## src/rtl/fetch_sequencer.sv

```systemverilog
// Instruction-fetch front end: drives NextPC, issues req/ack reads and hands instructions to decode.
// Define FETCH_TIMEOUT_EN to add an ack watchdog with a sticky FetchErr and automatic request re-issue.
module fetch_sequencer #(
  parameter int unsigned AW = 8,
  parameter int unsigned IW = 16
`ifdef FETCH_TIMEOUT_EN
  ,
  parameter int unsigned TIMEOUT = 15
`endif
) (
  input  logic          CLK,
  input  logic          Reset_n,
  input  logic [AW-1:0] CurrentPC,
  output logic [AW-1:0] NextPC,
  output logic          IMemReq,
  output logic [AW-1:0] IMemAddr,
  input  logic          IMemAck,
  input  logic [IW-1:0] IMemData,
  output logic [IW-1:0] Instr,
  output logic          InstrValid,
  input  logic          InstrReady,
  input  logic          BranchTaken,
  input  logic [AW-1:0] BranchTarget,
  output logic          FetchErr
);

  typedef enum logic [2:0] {IDLE, FETCH, FLUSH, ISSUE, RETRY} state_e;

  state_e        state_q, state_d;
  logic          req_q, req_d;
  logic [AW-1:0] addr_q, addr_d;
  logic [IW-1:0] instr_q, instr_d;
  logic          valid_q, valid_d;
  logic [AW-1:0] next_pc;
  logic          enter_fetch;

`ifdef FETCH_TIMEOUT_EN
  localparam int unsigned CW = $clog2(TIMEOUT + 1);
  logic [CW-1:0] cnt_q, cnt_d;
  logic          err_q, err_d;
  logic          stall_c;

  // A live request with no ack this cycle; a branch out of FETCH restarts the count via FLUSH entry.
  assign stall_c = req_q && !IMemAck &&
                   ((state_q == FETCH && !BranchTaken) || state_q == FLUSH);
`endif

  always_comb begin
    state_d     = state_q;
    req_d       = req_q;
    addr_d      = addr_q;
    instr_d     = instr_q;
    valid_d     = valid_q;
    next_pc     = CurrentPC;
    enter_fetch = 1'b0;
`ifdef FETCH_TIMEOUT_EN
    cnt_d       = '0;
    err_d       = err_q;
`endif
    unique case (state_q)
      IDLE: enter_fetch = 1'b1;
      FETCH: begin
        if (IMemAck && BranchTaken) begin
          next_pc     = BranchTarget;
          enter_fetch = 1'b1;
        end else if (IMemAck) begin
          instr_d = IMemData;
          valid_d = 1'b1;
          next_pc = CurrentPC + AW'(1);
          req_d   = 1'b0;
          state_d = ISSUE;
        end else if (BranchTaken) begin
          next_pc = BranchTarget;
          state_d = FLUSH;
        end
      end
      FLUSH: begin
        // Stale data is dropped; the PC already holds the newest target.
        if (BranchTaken) next_pc = BranchTarget;
        if (IMemAck) enter_fetch = 1'b1;
      end
      ISSUE: begin
        if (BranchTaken) begin
          next_pc     = BranchTarget;
          valid_d     = 1'b0;
          enter_fetch = 1'b1;
        end else if (InstrReady) begin
          valid_d     = 1'b0;
          enter_fetch = 1'b1;
        end
      end
      RETRY: begin
        if (BranchTaken) next_pc = BranchTarget;
        enter_fetch = 1'b1;
      end
      default: state_d = IDLE;
    endcase

    if (enter_fetch) begin
      state_d = FETCH;
      req_d   = 1'b1;
      addr_d  = next_pc;
    end

`ifdef FETCH_TIMEOUT_EN
    if (stall_c) begin
      if (cnt_q == CW'(TIMEOUT - 1)) begin
        err_d   = 1'b1;
        req_d   = 1'b0;
        state_d = RETRY;
      end else begin
        cnt_d = cnt_q + CW'(1);
      end
    end
`endif
  end

  always_ff @(posedge CLK or negedge Reset_n) begin
    if (!Reset_n) begin
      state_q <= IDLE;
      req_q   <= 1'b0;
      addr_q  <= '0;
      instr_q <= '0;
      valid_q <= 1'b0;
`ifdef FETCH_TIMEOUT_EN
      cnt_q   <= '0;
      err_q   <= 1'b0;
`endif
    end else begin
      state_q <= state_d;
      req_q   <= req_d;
      addr_q  <= addr_d;
      instr_q <= instr_d;
      valid_q <= valid_d;
`ifdef FETCH_TIMEOUT_EN
      cnt_q   <= cnt_d;
      err_q   <= err_d;
`endif
    end
  end

  assign NextPC     = next_pc;
  assign IMemReq    = req_q;
  assign IMemAddr   = addr_q;
  assign Instr      = instr_q;
  assign InstrValid = valid_q;
`ifdef FETCH_TIMEOUT_EN
  assign FetchErr   = err_q;
`else
  assign FetchErr   = 1'b0;
`endif

endmodule

```

## config.mk

```make
export PLATFORM = sky130hd
export DESIGN_NAME = fetch_sequencer
export DESIGN_NICKNAME = d
export VERILOG_FILES = /design/src/rtl/fetch_sequencer.sv
export SDC_FILE = /design/constraint.sdc
export NUM_CORES = 1
export LEC_CHECK = 0
export ABC_CLOCK_PERIOD_IN_PS = 2630
export CELL_PAD_IN_SITES_DETAIL_PLACEMENT = 0
export CELL_PAD_IN_SITES_GLOBAL_PLACEMENT = 1
export CORE_MARGIN = 5
export CORE_UTILIZATION = 30
export DETAILED_ROUTE_END_ITERATION = 16
export PLACE_DENSITY_LB_ADDON = 0.1
export SYNTH_ARGS = -nofsm -noshare
export SYNTH_HDL_FRONTEND = slang
export SYNTH_SLANG_ARGS = --single-unit
```

## constraint.sdc

```tcl
create_clock -name CLK -period 2.63 [get_ports CLK]
set_clock_uncertainty 0.15 [all_clocks]
set_input_delay 0.6575 -clock CLK [delete_from_list [all_inputs] [get_ports CLK]]
set_output_delay 0.6575 -clock CLK [all_outputs]
set_load 0.005 [all_outputs]
```

==> metrics.csv <==
metric,value,unit
kind of critical path,reg -> out,
"Avg Cell Area, Syn",10.3,sq um
gr usage total,0.154,
fin area,2870,sq um
fmax,380,MHz
"reg-to-reg slack, setup",530,ps
DRC viols,0,
HP Class,reg -> reg,
Sw Pwr,0.00107,W
Root Buffer,clkbuf_8,
Seq pwr share,0.253,
Leakage Power,1.24,nW
final setup vio count,1,
internal power,0.00198,W
Starting DRT DRC Count,63,
Overflow after GRT,0,
RSZ-0062 raised after global routing,yes,
first-pass GRT wire length,8840,microns
initial core utilization,0.310,
violated checks,negative setup slack,
antenna violations before repair,0,
"IR drop worst, VDD",487,uV
ys flop type,dfrtp_1,
setup TNS,-1.45,ps
combinational power share,0.657,
fin nets,308,
WL met2,2560,microns
hold_ws,341,ps
Worst Setup SP,state_q[1],
CTS max path bufs,2,
Worst R2R Path Depth,8,
die area,6860,sq um
final core occ,0.557,
Layout area overhead,80.0,%
# diodes,0,
total clock sinks,28,
Clk pwr share,0.090,
Placer Congestion,0.827,
Max Slew Vio Count,0,
"Seq/Total Area, Yosys",0.440,
number of H-tree levels,1,
Setup crit end,NextPC[5],
Yosys reg bits,28,
clock slew at reported path FFs,100,ps
Avg Vias per Cell,4.79,
post-synthesis cell count,154,
fillers,484,
top layer reached by signal wires,met4,
WL final,5290,microns
final worst-path cycle share,1.00,
Power Dens Cells,1060,nW/um^2
Die H,82.8,microns
CP required,1820,ps
Port Buf Inserts,70,
later-pin clock latency in the skew report,270,ps
Post-synth EDFFs,0,
Mapped Area,1590,sq um
Synth cell types,38,
largest net degree at the start of global routing,29,
"Max FO, Critical Path",5,
layout cell share with drive strength beyond 1,0.472,
row cnt,26,
worst r2r dst,IMemAddr[3],
status,"finished, violations left",
Die W,82.8,microns
synth warn,0,
Detailed Routing Iterations Pass 1,4,
CP Capture Type,primary output,
antenna-violating nets left,0,
Startpoint Class,flip-flop,
hold violation count in the final report,0,
ys async rst share,1.00,
DRT met1 WL,2330,microns
met3 WL,328,microns
Critical R2R Launch,state_q[1],
DP HPWL,3930,microns
"Net Count, Synth",196,
CTS tree,yes,
Vias,1603,
wire per inst,15.8,microns
sw frac,0.350,
CP arrival,1820,ps
I/O pin cnt,72,
Final min period,2630,ps
min setup slack post-route,-1.45,ps
max_cap viols,0,
CTS buffer count,3,
CORE AREA,5140,sq um
Placed Area,2570,sq um
vias in the first global route,1764,
==> cell type report <==
class                      count  area (sq um)  share of cell area
sequential                    28           702               0.245
tap                           70          87.6              0.0306
inverter                       7          28.8              0.0100
multi-input combinational    111           990               0.345
timing repair buffer         115          1000               0.350
clock buffer                   4          55.1              0.0192
==> critical path, cell delays in order, from the launching register on <==
cell and delay [ps]:
dfrtp_2 460, buf_6 130, ha_4 160, nor2_4 190, and3_4 220, and4_4 210, nor4_4 50, buf_2 130
==> synth_stat cells (3+ instances only) <==
| master | instances | area, sq um |
|---|---|---|
| a21oi_1 | 12 | 60.1 |
| a31oi_1 | 4 | 25.0 |
| and3_1 | 3 | 18.8 |
| buf_2 | 4 | 20.0 |
| dfrtp_1 | 28 | 701 |
| ha_1 | 5 | 62.6 |
| inv_1 | 6 | 22.5 |
| mux2_2 | 22 | 248 |
| nand2_1 | 15 | 56.3 |
| nand2b_1 | 4 | 25.0 |
| nand3_1 | 4 | 20.0 |
| nor2_1 | 9 | 33.8 |
| o21ai_0 | 9 | 45.0 |
==> registers in the layout (all words and copies together), names as in the netlist <==
name and count:
state_q 2, IMemAddr 8, IMemReq 1, InstrValid 1
Instr 16
==> per-stage QoR <==
step | cells | worst slack (ps) | power, W
CTS | 332 | -22.6 | 0.00294
global placement | 318 | -802 | 0.00252
global route | 335 | -66.0 | 0.00328
floorplan | 154 | 318 | 0.00151
detailed placement | 318 | -832 | 0.00254
finish | 335 | -1.45 | 0.00305
==> cell families (layout without fill, tap and decap cells) <==
kind of cell             after synthesis  in the layout  share of synthesized area
multiplexers                          22             22                      0.156
buffers and inverters                 15            126                     0.0527
flip-flops                            28             28                      0.440
other                                  1              1                    0.00236
adder cells (fa/ha/maj)                5              5                     0.0393
AO/OA/AOI/OAI                         40             40                      0.164
AND/OR/NAND/NOR                       43             43                      0.146
==> power by group through the flow <==
| stage | Combinational (W) | Sequential (W) | Clock, W |
|---|---|---|---|
| finish | 0.00200 | 0.000771 | 0.000273 |
| detailed placement | 0.00177 | 0.000769 | 0 |
| CTS | 0.00189 | 0.000764 | 0.000283 |
| floorplan | 0.000733 | 0.000779 | 0 |
| global placement | 0.00176 | 0.000755 | 0 |
| global route | 0.00217 | 0.000801 | 0.000307 |
==> how the worst min path moves through the flow <==
stage / from / to / depth (start not counted)
final: IMemAddr[7] / IMemAddr[7] / 2
after global routing: IMemAddr[7] / IMemAddr[7] / 2
after CTS: IMemAddr[1] / IMemAddr[1] / 2
after detailed placement: IMemAddr[1] / IMemAddr[1] / 2
after global placement: IMemReq / IMemReq / 2
after floorplan: Reset_n / IMemAddr[0] / 0
==> placed cells by master (no fill, tap or decap), drive strengths merged <==
master,synthesis,layout
a22o,1,1
ha,5,5
o21ai,10,10
a31oi,4,4
nor2,10,10
nand3,4,4
buf,8,58
and4,2,2
conb,1,1
dfrtp,28,28
o41ai,1,1
a311oi,2,2
a22oi,1,1
inv,7,7
clkbuf,0,5
a21oi,13,13
a211oi,1,1
o32ai,1,1
o211ai,1,1
nor4,1,1
mux2,22,22
and2,1,1
dlygate4sd2,0,4
nor2b,1,1
nand2,16,16
a21boi,2,2
o31ai,2,2
o22ai,1,1
nand2b,4,4
and3,3,3
clkdlybuf4s50,0,52
nor3,1,1
==> metal layers <==
layer,vias up,track usage
met2,49,0.255
met1,775,0.198
met5,-,0
met3,8,0.0446
li1,771,-
met4,0,0.0371
==> timing repair <==
item	in CTS	in global routing
setup endpoints to repair	8	8
hold buffers	0	0
gates resized for setup	89	25
endpoints found under the hold margin	0	0
pin swaps	16	14
setup buffers	10	3
No activity file was read; power rests on OpenSTA's default activity.
